[src/rtl/if_fetch_unit.sv]
// Instruction-fetch stage feeding the IF/ID register: PC, single-outstanding
// imem requests, one-entry skid buffer for ID stalls and branch redirect/flush.
module if_fetch_unit #(
  parameter logic [31:0] RESET_PC  = 32'h0000_0000,
  parameter logic [31:0] NOP_INSTR = 32'h0000_0000
) (
  input  logic        clk,
  input  logic        rst_n,
  output logic        imem_req,
  output logic [31:0] imem_addr,
  input  logic        imem_rvalid,
  input  logic [31:0] imem_rdata,
  input  logic        br_taken,
  input  logic [31:0] br_target,
  input  logic        id_stall,
  output logic [31:0] instr_out,
  output logic [31:0] npc_out,
  output logic        out_valid
);

  typedef enum logic [1:0] {
    FETCH = 2'd0,
    HOLD  = 2'd1,
    DROP  = 2'd2
  } state_t;

  state_t      state;
  logic [31:0] pc;
  logic [31:0] skid_instr;
  logic [31:0] skid_npc;
  logic [31:0] pc_next;
  logic [31:0] redirect_pc;
  logic        out_free;

  assign pc_next     = pc + 32'd4;
  assign redirect_pc = {br_target[31:2], 2'b00};
  assign out_free    = !out_valid || !id_stall;

  // The request is a pure decode of the state register, gated so it stays low
  // for the whole time reset is asserted rather than only after the next edge.
  assign imem_req  = rst_n && (state == FETCH);
  assign imem_addr = pc;

  // NOTE: every register here is updated with <= so all branches of the FSM
  // see the pre-edge values of pc/state/outputs, independent of statement order.
  always_ff @(posedge clk or negedge rst_n) begin
    if (!rst_n) begin
      state      <= FETCH;
      pc         <= RESET_PC;
      skid_instr <= NOP_INSTR;
      skid_npc   <= 32'd0;
      instr_out  <= NOP_INSTR;
      npc_out    <= 32'd0;
      out_valid  <= 1'b0;
    end else if (br_taken) begin
      // Flush overrides any stall; the skid is emptied simply by leaving HOLD.
      pc        <= redirect_pc;
      out_valid <= 1'b0;
      instr_out <= NOP_INSTR;
      unique case (state)
        FETCH:   state <= imem_rvalid ? FETCH : DROP;
        HOLD:    state <= FETCH;
        DROP:    state <= imem_rvalid ? FETCH : DROP;
        default: state <= FETCH;
      endcase
    end else begin
      unique case (state)
        FETCH: begin
          if (imem_rvalid) begin
            pc <= pc_next;
            if (out_free) begin
              instr_out <= imem_rdata;
              npc_out   <= pc_next;
              out_valid <= 1'b1;
            end else begin
              skid_instr <= imem_rdata;
              skid_npc   <= pc_next;
              state      <= HOLD;
            end
          end else if (out_valid && !id_stall) begin
            out_valid <= 1'b0;
            instr_out <= NOP_INSTR;
          end
        end
        HOLD: begin
          if (!id_stall) begin
            instr_out <= skid_instr;
            npc_out   <= skid_npc;
            out_valid <= 1'b1;
            state     <= FETCH;
          end
        end
        DROP: begin
          if (imem_rvalid) state <= FETCH;
        end
        default: state <= FETCH;
      endcase
    end
  end

endmodule

[config.mk]
export PLATFORM = sky130hd
export DESIGN_NAME = if_fetch_unit
export DESIGN_NICKNAME = d
export VERILOG_FILES = /design/src/rtl/if_fetch_unit.sv
export SDC_FILE = /design/constraint.sdc
export NUM_CORES = 1
export LEC_CHECK = 0
export ABC_AREA = 1
export BUFFER_PORTS_ARGS = -buffer_cell sky130_fd_sc_hd__buf_2
export CELL_PAD_IN_SITES_DETAIL_PLACEMENT = 0
export CELL_PAD_IN_SITES_GLOBAL_PLACEMENT = 1
export CORE_ASPECT_RATIO = 1.4
export CORE_MARGIN = 2
export CORE_UTILIZATION = 39
export DETAILED_ROUTE_END_ITERATION = 6
export PLACE_DENSITY_LB_ADDON = 0.1
export SLEW_MARGIN = 20
export SYNTH_ARGS = -nofsm -noshare
export SYNTH_HDL_FRONTEND = slang
export SYNTH_SLANG_ARGS = --single-unit
export TNS_END_PERCENT = 5
[constraint.sdc]
create_clock -name clk -period 2.2 [get_ports clk]
set_clock_uncertainty 0.2 [all_clocks]
set_input_delay 0.11 -clock clk [delete_from_list [all_inputs] [get_ports clk]]
set_output_delay 0.11 -clock clk [all_outputs]
set_load 0.02 [all_outputs]
Word level (Yosys, flattened, before mapping)
Index checks and enable logic that the tools add are counted.

word-level totals
  register bits = 163
  input bits = 69
  output and inout port bits = 98
  logic and storage cells = 64

operators by class
  $add $sub $neg = 1
  equality and inequality tests = 11
  multiplexer cells = 27
  bitwise gates (word level) = 2
  reduce and logical (&&, ||, !) cells = 16

operators with widths
  operator               number
  $mux 32                11
  $pmux 32 s2            2
  $add 32x3->32 const B  1
  $mux 2                 7
  $ne 3x3->1 const B     4
  $reduce_and 4->1       3
  $ne 2x2->1 const B     3
  $pmux 2 s3             1
  $reduce_bool 2->1      3
  $mux 1                 5
  $reduce_and 5->1       1
  $ne 4x3->1 const B     1
  $ne 4x4->1 const B     1
  $reduce_bool 3->1      1
  $eq 2x1->1 const B     1
  $eq 2x2->1 const B     1
  $logic_and 1x1->1      2
  $logic_not 1->1        2
  $logic_not 2->1        1
  $not 1->1              2
  $pmux 1 s2             1
  $reduce_and 2->1       1
  $reduce_or 2->1        1
  $logic_or 1x1->1       1

Depth between registers and ports, before layout
  depth in word-level cells = 6
  mapped depth = 10
  depth with buffers taken out = 10

Worst setup path before layout
Ideal clock, no wire load.

  path type = register to register
  start point = register pc[2] (netlist: imem_addr[2])
  end point = register skid_npc[28]
  setup time = 0.126 ns
  data arrival time = 1.536 ns
  required time = 1.874 ns
  path slack = 0.338 ns
  stages on the path, launching flop included = 11
  buffers on the path = 0
  clock period less this slack = 1.862 ns
  cell sequence = dfrtp_1 ha_1 nand2_1 nor2_1 nand2_2 nor2_2 nand2_1 nand2_1 nand2_1 nand2_1 o21ai_0

on the way
  word-level cells in the longest chain between the ends = 1

RTL lines
  item                    RTL line  RTL
  start, declared         28        logic [31:0] pc;
  start signal, assigned  57        pc <= redirect_pc;
  start signal, assigned  70        pc <= pc_next;
  $add 32x3->32           35        assign pc_next = pc + 32'd4;
  end signal, assigned    77        skid_npc <= pc_next;
  end, declared           30        logic [31:0] skid_npc;

No other way between the ends.
A chain may end at the register's enable or synchronous reset.

Final worst setup path
  start point = register pc[3] (netlist: imem_addr[3])
  end point = register npc_out[8]

on the way
  word-level cells in the longest chain between the ends = 4

RTL lines
  item                  RTL line  RTL
  $add 32x3->32         35
  $mux 32               71        if (out_free) begin
  $mux 32               69        if (imem_rvalid) begin
  $pmux 32 s2           67        unique case (state)
  end signal, assigned  73        npc_out <= pc_next;
  end signal, assigned  88        npc_out <= skid_npc;
  end, declared         17        output logic [31:0] npc_out,

No other way between the ends. The select of a mux whose other input is x is not followed.

==> reports/summary.txt <==
Switching component of the power -> 2.91 mW
Crit Reg-Reg Endpoint -> npc_out[8]
Min setup slack post-route -> 0.174 ns
Post-synthesis register bit count -> 157
Drt first-iter violations -> 346
Post-synthesis average cell area -> 7.48 µm²
GR peak layer -> met2
Worst R2R Start -> imem_addr[3]
Mapped cell area -> 0.00782 mm²
Critical path start-end classification -> flip-flop to flip-flop
Arrival @ worst endpoint -> 2.14 ns
PortBufs -> 160
Setup repair after global routing missed its margin -> no
CP delay by family, top -> XOR/XNOR gates
Average via count per standard cell -> 4.78
Max transition margin -> 65.3%
Flop-to-flop setup slack -> 0.17 ns
Critical path capture point type -> flip-flop
Setup slack after placement -> 0.176 ns
Number of top-level design ports -> 167
Number of filler cells placed in the layout -> 2013
Power share of the clock group -> 33.3%
Post-place instance area -> 0.00898 mm²
Pwr dens -> 876 mW/mm²
Endpoint of the most critical setup path -> npc_out[8]
Total negative setup slack -> 0 ns
Chip Height -> 172 µm
Reported max-cap violation count -> 0
Endpoint required time on the critical path -> 2.31 ns
Crit path launch type -> flip-flop
Launching element of the worst setup path -> imem_addr[3]
Logic gate share of total power -> 23.0%
Achievable frequency -> 494 MHz
Number of DRC violations after detailed routing -> 0
Met1 Resource Use GR -> 26.8%
Pleak -> 5.28 nW
Layout cell share with drive strength beyond 1 -> 18.9%
Wire length of the first global-routing pass -> 36700 µm
Number of H-tree branching levels -> 4
Cell total after placement -> 1440
Path type of the worst min-delay path -> input port to async pin
Reg power frac -> 43.7%
Switching power as a share of total power -> 32.4%
Non-Filler Cell Area, Final -> 0.0103 mm²
Count of pins over their slew limit -> 0
Clock Pin Slew Worst Setup and Hold Paths -> 0.06 ns
DIE AREA -> 0.0212 mm²
Total core area -> 0.0198 mm²
Global Route met3 Usage -> 4.31%
Slowest cell on the critical path -> xor2_1
Count of final setup violators -> 0
Setup Fix Bufs, Post-CTS -> 0
Clk buf depth -> 2
Vias in the first global route -> 7053
# rows -> 61
Post-synthesis instance total -> 1045
Area overhead of the layout relative to synthesis -> 31.1%
Most used flip-flop cell after synthesis -> dfrtp_1
Initial core utilization -> 39.6%
Number of standard cells in the final layout excluding fillers -> 1539
Maximum number of pins on one net before global-route repair -> 78
Post-synth EDFFs -> 0
Worst supply voltage drop on vdd -> 0.486 mV
Transition time of the tightest slew-check pin -> 0.521 ns
Portion of the post-synthesis area used by sequential elements -> 50.2%
Crit-path max FO -> 5
Delay of the slowest cell on the worst path -> 0.43 ns
Final-stage net count -> 1344
Root buf cell -> clkbuf_16
Antenna fix cells -> 0
Yosys warning count -> 0
Status -> finished, final reports clean
Width of the die -> 124 µm
Clock tree from TritonCTS -> done
Multi-input combinational cell area -> 0.00330 mm²
Total overflow reported by the global router -> 0
Clock insertion delay at the later pin of the skew report -> 0.42 ns
Global-route track usage on met2 -> 40.0%
CP cell instances -> ha_1 -> nand3_1 -> nor2_1 -> xor2_1 -> buf_4 -> inv_1 -> nand2_1 -> a21oi_1
Number of antenna violations at the first check in global routing -> 0
Remaining number of nets flagged by the antenna check after routing -> 0
Cell-internal power -> 6.08 mW
Final weighted congestion of routability-driven global placement -> 0.860
Count of endpoints failing hold in the final timing report -> 0
Total buffers and inverters traversed by the critical path -> 2
CTS buffer count -> 17
Via count of the routed design -> 7351
Number of detailed-route iterations in the first pass -> 4
Total area of sequential cells -> 0.00393 mm²
Share of async-settable or async-resettable flops after synthesis -> 100%
Post-DP HPWL -> 16500 µm
Post-route minimum period -> 2.03 ns
WL final -> 23600 µm
Number of cells traversed by the worst register-to-register path -> 8
Library cells used by synthesis -> 35
Post-route fraction of the period consumed by the critical path -> 92.1%
GR Util All Layers -> 22.9%
Worst path depth -> 8
Mean routed wirelength per cell -> 15.3 µm
Clock sinks -> 157
## registers in the layout (all words and copies together), names as in the netlist
register and flops:
instr_out 32, skid_instr 32, imem_addr 30, npc_out 30, skid_npc 30, state 2, out_valid 1
## synth_stat cells (6+ instances only)
library cell,n,share of area [%]
dfrtp_1,157,50
nand3_1,67,4.3
nand2_1,402,19
a21oi_1,25,1.6
o211ai_1,12,1.2
o21ai_0,72,4.6
xor2_1,8,0.90
clkbuf_1,15,0.72
a31oi_1,9,0.72
nor2_1,74,3.6
buf_4,6,0.58
inv_1,88,4.2
o21ai_1,44,2.8
buf_2,25,1.6
## worst register-to-register path, delay by kind of cell (launching register included)
family                   cells  cell delay (ns)
flip-flops                   1             0.41
XOR/XNOR                     1             0.43
adder cells (fa/ha/maj)      1             0.23
AND/OR/NAND/NOR              3             0.37
buffers and inverters        2             0.23
AO/OA/AOI/OAI                1             0.06
## power by group through the flow
stage          Clock [mW]  Combinational, mW  Sequential (mW)
3_5_place_dp            0               2.00             3.98
5_1_grt              3.18               2.35             4.00
4_1_cts              3.07               2.10             3.93
3_3_place_gp            0               1.98             3.96
2_1_floorplan           0              0.945             4.23
6_report             2.99               2.07             3.92
## per-layer routing
layer | part of all wire [%] | up-vias
li1 | - | 3757
met1 | 42 | 3405
met2 | 50 | 154
met3 | 3.8 | 35
met4 | 3.9 | 0
met5 | 0 | -
## cell usage in the layout, fill, tap and decap left out, types with 2 or more instances in the layout
master and count:
a21oi_1 25, a31oi_1 9, and2_1 4, buf_12 4
buf_2 159, buf_4 27, bufinv_16 2, clkbuf_1 2
clkbuf_16 17, clkbuf_8 2, clkinv_4 3, clkinvlp_4 2
conb_1 4, dfrtp_1 157, dlygate4sd3_1 67, inv_1 88
inv_2 5, inv_6 3, nand2_1 402, nand2_2 3
nand3_1 67, nor2_1 73, nor2_2 5, nor2_4 6
o211ai_1 12, o21ai_0 72, o21ai_1 44, o21bai_1 2
xor2_1 8
## stage by stage
step                      util (%)  power [mW]  hold slack, ns
after floorplan                  -        5.17          -0.386
after global placement        45.4        5.94          -0.255
after detailed placement      45.4        5.97          -0.257
after CTS                     51.8        9.10          0.0941
after global routing          51.9        9.53           0.120
final                         51.9        8.98          0.0811
## logic make-up (layout without fill, tap and decap cells)
group	after synthesis	after routing	share of synthesized area, %
AND/OR/NAND/NOR	565	565	29.4
AO/OA/AOI/OAI	168	168	11.5
flip-flops	157	157	50.2
buffers and inverters	145	384	7.79
XOR/XNOR	8	8	0.896
adder cells (fa/ha/maj)	1	1	0.160
other	1	4	0.0480
## repair_timing
action,4_1_cts,5_1_grt
resized for setup,0,2
setup endpoints to repair,0,4
hold buffers,67,0
endpoints found under the hold margin,253,0
## layout make-up
class                      instances  share of cell area, %
sequential                       157                   38.3
multi-input combinational        746                   32.2
timing repair buffer             258                   17.2
clock buffer                      21                   4.49
inverter                          94                   3.47
tap                              252                   3.08
clock inverter                    11                   1.29
## worst min path at each step
stage	depth (start not counted)	end	from	slack (ns)
4_1_cts	3	instr_out[6]	rst_n	0.09
6_report	3	instr_out[6]	rst_n	0.08
3_3_place_gp	1	instr_out[3]	rst_n	-0.25
2_1_floorplan	0	imem_addr[10]	rst_n	-0.39
3_5_place_dp	1	instr_out[3]	rst_n	-0.26
5_1_grt	3	instr_out[6]	rst_n	0.12
No activity file was read; power rests on OpenSTA's default activity.
